## src/rtl/keypad_scanner.sv

```systemverilog
// 4x4 matrix keypad scanner: column scan, row debounce, one key event per press, hex entry shift register.
// Key appears on key_code/key_valid the cycle after its event; a key arriving while one is unconsumed is dropped (overrun).
module keypad_scanner #(
  parameter int SCAN_DIV     = 100000,
  parameter int DEBOUNCE_CNT = 20
) (
  input  logic        clk,
  input  logic        reset,
  input  logic [3:0]  row,
  output logic [3:0]  col,
  output logic [3:0]  key_code,
  output logic        key_valid,
  input  logic        key_ready,
  output logic        key_down,
  output logic [31:0] value_out,
  output logic        overrun
);

  localparam int TW = $clog2(SCAN_DIV);
  localparam int CW = $clog2(DEBOUNCE_CNT + 1);
  localparam logic [TW-1:0] TIMER_LAST = TW'(SCAN_DIV - 1);
  localparam logic [CW-1:0] CNT_LAST   = CW'(DEBOUNCE_CNT - 1);

  typedef enum logic [1:0] {SCAN, DEBOUNCE, PRESSED} state_t;

  state_t        state, state_nxt;
  logic [3:0]    row_meta, row_sync;
  logic [TW-1:0] timer;
  logic [1:0]    ci;
  logic [1:0]    cand_row;
  logic [1:0]    det_row;
  logic [1:0]    ev_row;
  logic [3:0]    ev_code;
  logic [CW-1:0] match_cnt;
  logic [CW-1:0] rel_cnt;
  logic          sample;
  logic          any_low;
  logic          cand_low;
  logic          key_event;
  logic          ci_adv;
  logic          load;
  logic          drop;

  function automatic logic [3:0] key_map(input logic [1:0] r, input logic [1:0] c);
    case ({r, c})
      4'b00_00: key_map = 4'h1;
      4'b00_01: key_map = 4'h2;
      4'b00_10: key_map = 4'h3;
      4'b00_11: key_map = 4'hA;
      4'b01_00: key_map = 4'h4;
      4'b01_01: key_map = 4'h5;
      4'b01_10: key_map = 4'h6;
      4'b01_11: key_map = 4'hB;
      4'b10_00: key_map = 4'h7;
      4'b10_01: key_map = 4'h8;
      4'b10_10: key_map = 4'h9;
      4'b10_11: key_map = 4'hC;
      4'b11_00: key_map = 4'h0;
      4'b11_01: key_map = 4'hF;
      4'b11_10: key_map = 4'hE;
      default:  key_map = 4'hD;
    endcase
  endfunction

  always_ff @(posedge clk) begin
    if (reset) begin
      row_meta <= 4'b1111;
      row_sync <= 4'b1111;
    end else begin
      row_meta <= row;
      row_sync <= row_meta;
    end
  end

  always_ff @(posedge clk) begin
    if (reset) begin
      timer <= '0;
    end else if (timer == TIMER_LAST) begin
      timer <= '0;
    end else begin
      timer <= timer + TW'(1);
    end
  end

  assign sample   = (timer == TIMER_LAST);
  assign any_low  = ~&row_sync;
  assign cand_low = ~row_sync[cand_row];
  assign col      = ~(4'b0001 << ci);

  // Lowest-index pressed row wins when several rows are low.
  always_comb begin
    det_row = 2'd3;
    if (!row_sync[0])      det_row = 2'd0;
    else if (!row_sync[1]) det_row = 2'd1;
    else if (!row_sync[2]) det_row = 2'd2;
  end

  always_ff @(posedge clk) begin
    if (reset) state <= SCAN;
    else       state <= state_nxt;
  end

  always_comb begin
    state_nxt = state;
    case (state)
      SCAN: begin
        if (sample && any_low) state_nxt = (DEBOUNCE_CNT == 1) ? PRESSED : DEBOUNCE;
      end
      DEBOUNCE: begin
        if (sample) begin
          if (!cand_low)                  state_nxt = SCAN;
          else if (match_cnt == CNT_LAST) state_nxt = PRESSED;
        end
      end
      PRESSED: begin
        if (sample && !cand_low && rel_cnt == CNT_LAST) state_nxt = SCAN;
      end
      default: state_nxt = SCAN;
    endcase
  end

  // Every path back to SCAN (or staying there idle) happens on a sample and moves to the next column.
  always_comb begin
    key_down  = (state == PRESSED);
    key_event = (state != PRESSED) && (state_nxt == PRESSED);
    ci_adv    = sample && (state_nxt == SCAN);
    ev_row    = (state == SCAN) ? det_row : cand_row;
    ev_code   = key_map(ev_row, ci);
  end

  always_ff @(posedge clk) begin
    if (reset) begin
      ci        <= 2'd0;
      cand_row  <= 2'd0;
      match_cnt <= '0;
      rel_cnt   <= '0;
    end else begin
      if (ci_adv) ci <= ci + 2'd1;
      case (state)
        SCAN: begin
          rel_cnt <= '0;
          if (sample && any_low) begin
            cand_row  <= det_row;
            match_cnt <= CW'(1);
          end
        end
        DEBOUNCE: begin
          if (sample) begin
            if (!cand_low || match_cnt == CNT_LAST) match_cnt <= '0;
            else                                    match_cnt <= match_cnt + CW'(1);
          end
        end
        PRESSED: begin
          match_cnt <= '0;
          if (sample) begin
            if (cand_low || rel_cnt == CNT_LAST) rel_cnt <= '0;
            else                                 rel_cnt <= rel_cnt + CW'(1);
          end
        end
        default: begin
          match_cnt <= '0;
          rel_cnt   <= '0;
        end
      endcase
    end
  end

  assign load = key_event && (!key_valid || key_ready);
  assign drop = key_event && key_valid && !key_ready;

  always_ff @(posedge clk) begin
    if (reset) begin
      key_code  <= 4'h0;
      key_valid <= 1'b0;
      value_out <= 32'h0;
      overrun   <= 1'b0;
    end else begin
      overrun <= drop;
      if (load) begin
        key_code  <= ev_code;
        key_valid <= 1'b1;
        value_out <= {value_out[27:0], ev_code};
      end else if (key_valid && key_ready) begin
        key_valid <= 1'b0;
      end
    end
  end

endmodule

```

## config.mk

```make
export PLATFORM = sky130hd
export DESIGN_NAME = keypad_scanner
export DESIGN_NICKNAME = d
export VERILOG_FILES = /design/src/rtl/keypad_scanner.sv
export SDC_FILE = /design/constraint.sdc
export NUM_CORES = 1
export LEC_CHECK = 0
export ABC_CLOCK_PERIOD_IN_PS = 2800
export CAP_MARGIN = 20
export CORE_ASPECT_RATIO = 1.75
export CORE_UTILIZATION = 45
export CTS_BUF_LIST = sky130_fd_sc_hd__clkbuf_2 sky130_fd_sc_hd__clkbuf_4 sky130_fd_sc_hd__clkbuf_8
export CTS_CLUSTER_DIAMETER = 200
export DETAILED_ROUTE_END_ITERATION = 7
export HOLD_SLACK_MARGIN = 0.05
export PLACE_DENSITY = 0.69
export SYNTH_ARGS = -nofsm -noshare
export SYNTH_HDL_FRONTEND = slang
export SYNTH_SLANG_ARGS = --single-unit
```

## constraint.sdc

```tcl
create_clock -name clk -period 2.8 [get_ports clk]
set_input_delay 0.7 -clock clk [delete_from_list [all_inputs] [get_ports clk]]
set_output_delay 0.7 -clock clk [all_outputs]
set_load 0.02 [all_outputs]
```

* After elaboration in Yosys (flattened, before gate mapping)
Memories as Yosys holds them, arrays and structs flattened. Index checks and enable logic that the tools add are counted.
Word-level totals: register bits after elaboration 79, memory bits (read-only) 64, input bits 7, output and inout port bits 43, word-level logic and storage cells 76, memories 1
Memories:
- (name not given) | words 16, width 4, read ports 1, clocked after Yosys merged registers in 0, wr ports 0, line 45 | case ({r, c})
Cells by class: add/subtract/negate cells 4, $lt $le $gt $ge 1, equality and inequality tests 10, shift operators 1, multiplexer cells 21, bitwise gates (word level) 3, reduce and logical (&&, ||, !) cells 23
Operators by type and width (number):
- 2-to-1 mux 5 bit | 5
- case mux 5 bit (2 select lines) | 2
- adder 17 x 1 -> 17 bit, second input constant | 1
- == test 17 bit, second input constant | 1
- 2-to-1 mux 2 bit | 8
- adder 5 x 1 -> 5 bit, second input constant | 2
- == test 5 bit, second input constant | 2
- logical AND 1 bit | 9
- != test 2 bit, second input constant | 3
- case mux 2 bit (3 select lines) | 1
- AND reduction 2 bit | 3
- == test 2 bit, second input constant | 2
- logical NOT 2 bit | 2
- 2-to-1 mux 1 bit | 4
- inverter 4 bit | 1
- AND reduction 4 bit | 1
- left shift 1 x 2 -> 4 bit, first input constant | 1
- logical NOT 1 bit | 3
- logical OR 1 bit | 3
- < comparator 2 x 3 -> 1 bit, second input constant | 1
- adder 2 x 1 -> 2 bit, second input constant | 1
- binary-select mux 1 bit (select 2 bit) | 1
- == test 2 x 1 -> 1 bit, second input constant | 1
- != test 2 x 1 -> 1 bit, second input constant | 1
- other kinds (3) | 4

* Longest topological paths before layout
depth after elaboration 10, gate-level depth with buffers 8, depth with buffers taken out 6

* Worst setup path before layout
Ideal clock, no wire load.
path kind flip-flop to flip-flop, start point register timer[0], end point register value_out[3], setup time 132 ps, data arrival time 1971 ps, data required time 2668 ps, path slack 697 ps, stages on the path, launching flop included 9, path buffers 2, period minus slack after synthesis 2103 ps, cell sequence dfxtp_1 > ha_1 > and4_1 > nand4_1 > or4_1 > clkbuf_1 > buf_2 > nand2_1 > a21oi_1
On the way: longest elaborated chain between the ends 8, elaborated cells between the ends (all ways) 11, those cells by class eq/ne: 2; mux: 4; reduce/logical: 5
Ends and longest elaborated chain:
- start, declared | line 28 | logic [TW-1:0] timer;
- start signal, assigned | line 81 | timer <= timer + TW'(1);
- == test 17 bit (*) | line 85 | assign sample = (timer == TIMER_LAST);
- logical AND 1 bit (2 in series) | line 116 | if (sample && !cand_low && rel_cnt == CNT_LAST) state_nxt = SCAN;
- 2-to-1 mux 2 bit | line 116
- case mux 2 bit (3 select lines) (*) | line 105 | case (state)
- == test 2 bit (*) | line 125 | key_event = (state != PRESSED) && (state_nxt == PRESSED);
- logical AND 1 bit (*) | line 125
- logical AND 1 bit (*) | line 168 | assign load = key_event && (!key_valid || key_ready);
- end signal, assigned | line 182 | value_out <= {value_out[27:0], ev_code};
- end, declared | line 15 | output logic [31:0] value_out,
Every way passes the cells marked *; elsewhere a longest branch is shown, timed or not. A chain may end at the register's enable or synchronous reset.

* Worst setup path in the final report
start point register state[1], end point output key_down
On the way: longest elaborated chain between the ends 1
Ends and longest elaborated chain:
- start, declared | line 26 | state_t state, state_nxt;
- start signal, assigned | line 100 | else state <= state_nxt;
- == test 2 bit | line 124 | key_down = (state == PRESSED);
- end, declared | line 14 | output logic key_down,
Every way passes these cells.

==> results by group <==
Status
  • Outcome: complete, no violations

Yosys
  • YS warnings: 0
  • Seq/Total Area, Yosys: 46.3%
  • Synth Net Count: 392
  • Post-synth ARST share: 0%
  • Synth Cell Area: 3240 um2
  • Post-synth EDFFs: 0
  • Avg Cell Area, Syn: 8.62 um2
  • Top_reg_cell synth: dfxtp_1
  • Distinct cells, synth: 48
  • Number of synthesized register bits: 75
  • Mapped Cells: 376

Place
  • GP Congestion: 0.784
  • Placed cell count: 493
  • HPWL Detailed: 4720 um
  • IO buf count: 49

Route
  • TritonRoute pass-1 iters: 4
  • Wirelength per Cell: 12.6 um
  • Vias/cell: 5.20
  • Post-route ant nets: 0
  • DRT iter0 DRCs: 212
  • Vias: 2,649
  • DR DRC count: 0
  • Routed Wire Length: 6410 um

Timing
  • Hold Vio Cnt, Final: 0
  • Post-layout min period: 2580 ps
  • Final Setup Violations: 0
  • Worst-Margin Slew: 718 ps
  • Rel. slew slack: 51.7%
  • RSZ-0062 raised after global routing: false
  • Max Fclk: 388 MHz
  • Setup TNS: 0 ps
  • Final Cycle Share: 92.0%
  • Clock skew: 8.21 ps
  • Final Max Tran Viols: 0

Worst setup path
  • Worst r2r src: timer[0]
  • Reg2reg end: value_out[23]
  • CP required: 2100 ps
  • CP arrival: 1880 ps
  • Flop-to-flop setup slack: 530 ps
  • Setup crit end kind: output pin
  • Crit Path Max Fanout: 11
  • Setup crit start kind: flop
  • R2r worst-path depth: 8
  • Setup Crit Path Kind: flop to output pin

Layout
  • Finished Layout Cells: 509
  • Share of layout cells above drive strength 1: 10.4%
  • Antenna diodes: 0
  • Layout area overhead: 23.3%
  • Most frequent cells in the layout: dfxtp_1, nand2_1, clkdlybuf4s50_1
  • Multi-input logic area: 1590 um2
  • Register Area: 1500 um2
  • Fillcell total: 665
  • Most common cell after layout, fill and taps aside: dfxtp_1
  • Final nets: 436

GRT
  • Total Routing Usage GR: 18.9%
  • Initial antenna violation count: 0
  • Remaining Overflow, GRT: 0
  • Met2 usage: 34.3%
  • Met1 Use GR: 19.0%
  • Largest net degree at the start of global routing: 34
  • GR Util met3: 5.28%
  • First-pass GRT wire length: 10,800 um
  • GR peak layer: met2
  • Number of global-route vias before repair: 2,441

Floorplanning
  • FP Rows: 40
  • Core Box Area: 6910 um2
  • Initial Utilization: 46.9%
  • Die area: 7560 um2
  • Die span in x: 66.1 um
  • Die H: 114 um
  • # IOs: 50

Clocking
  • Worst-path clk slew: 70 ps
  • Clk buf depth: 2
  • Clock tree from TritonCTS: built
  • Clock sinks: 75
  • H-tree depth: 3
  • TritonCTS Buffers: 9
  • Root Driver: clkbuf_8
  • PostCTS Resize Cnt: 0
  • Setup bufs post-CTS: 0
  • Post-CTS Hold Buffers: 0
  • Clk_lat worst skew: 350 ps

Min path
  • Endpoint of the worst hold path: row_sync[0]
  • Hold Crit Start: row_meta[0]
  • Hold path cells: 1
  • Hold Path Class: flop to flop

Power and ir drop
  • VDD IR-drop max: 286 uV
  • PwrDens: 507 nW/um2
  • LEAKAGE: 1.41 nW

Flow run
  • Max_cap viols: 0
how the worst max path moves through the flow:
stage	startpoint	endpoint	slack (ps)
floorplan	timer[0]	value_out[3]	700
global placement	key_ready	value_out[28]	510
detailed placement	key_ready	key_code[1]	500
CTS	state[1]	key_down	200
global route	state[1]	key_down	70
finish	state[1]	key_down	220
through the flow:
step | power [mW] | instance area [um2] | setup WS (ps) | utilization (%) | hold slack [ps]
floorplan | 1.15 | 3240 | 697 | - | 389
global placement | 1.16 | 3780 | 507 | 54.8 | 393
detailed placement | 1.16 | 3780 | 501 | 54.8 | 394
CTS | 2.05 | 3990 | 198 | 57.8 | 410
global route | 2.10 | 3990 | 68.4 | 57.8 | 422
finish | 2.02 | 3990 | 223 | 57.8 | 408
per-layer routing:
layer / part of all wire, % / vias up / wire length, um
li1: - / 1353 / -
met1: 39 / 1230 / 2480
met2: 55 / 53 / 3500
met3: 4.2 / 13 / 270
met4: 2.5 / 0 / 157
met5: 0 / - / 0
flip-flops by register name, indices dropped and copies added, names as in the netlist, 3 cells and up:
name,flops
value_out,29
timer,17
match_cnt,5
rel_cnt,5
row_meta,4
row_sync,4
key_code,3
area by class of cell:
type                            count  share of cell area [%]
Multi-Input combinational cell    264                    39.7
Sequential cell                    75                    37.6
Timing Repair Buffer               56                    13.5
Clock buffer                       10                    3.29
Tap cell                           84                    2.63
Clock inverter                      6                    2.01
Inverter                           14                    1.32
Yosys cell counts, types with 2 or more instances:
cell | count | share of area, %
dfxtp_1 | 75 | 46
nand2_1 | 68 | 7.9
a21oi_1 | 39 | 6.0
nor2_1 | 31 | 3.6
inv_1 | 14 | 1.6
clkbuf_1 | 13 | 1.5
nand3_1 | 13 | 2.0
xor2_1 | 11 | 3.0
or2_2 | 10 | 1.9
ha_1 | 9 | 3.5
nand4_1 | 7 | 1.4
buf_2 | 6 | 0.93
xnor2_1 | 6 | 1.6
mux2i_1 | 5 | 1.5
nand2b_1 | 5 | 0.97
nor2b_1 | 5 | 0.97
and2_1 | 4 | 0.77
buf_4 | 4 | 0.93
nor3_1 | 4 | 0.62
o21ai_0 | 4 | 0.62
a211o_1 | 3 | 0.81
and3_1 | 3 | 0.58
nor4_1 | 3 | 0.58
or4_1 | 3 | 0.70
a211oi_1 | 2 | 0.46
and4_1 | 2 | 0.54
and4bb_2 | 2 | 0.77
mux4_2 | 2 | 1.4
o21bai_1 | 2 | 0.46
o41ai_1 | 2 | 0.54
or3_1 | 2 | 0.39
power by group:
group          switching [mW]  leakage [nW]  internal (mW)  total (mW)
logic                  0.0329         0.688         0.0236      0.0564
registers             0.00554         0.606           1.07        1.08
clock network           0.381         0.113          0.505       0.886
logic make-up after synthesis:
| family | Yosys count | synth area share [%] |
|---|---|---|
| mux | 8 | 3.28 |
| fa+ha+maj | 9 | 3.48 |
| buf+inv | 37 | 4.98 |
| compound gates | 61 | 11.3 |
| simple gates | 169 | 26.0 |
| flops | 75 | 46.3 |
| xor+xnor | 17 | 4.60 |
critical path: stages (launching register included):
cell	delay, ps
dfxtp_1	510
nor2b_1	350
clkdlybuf4s50_1	670
Note: power is estimated with default switching activity, not from simulation.
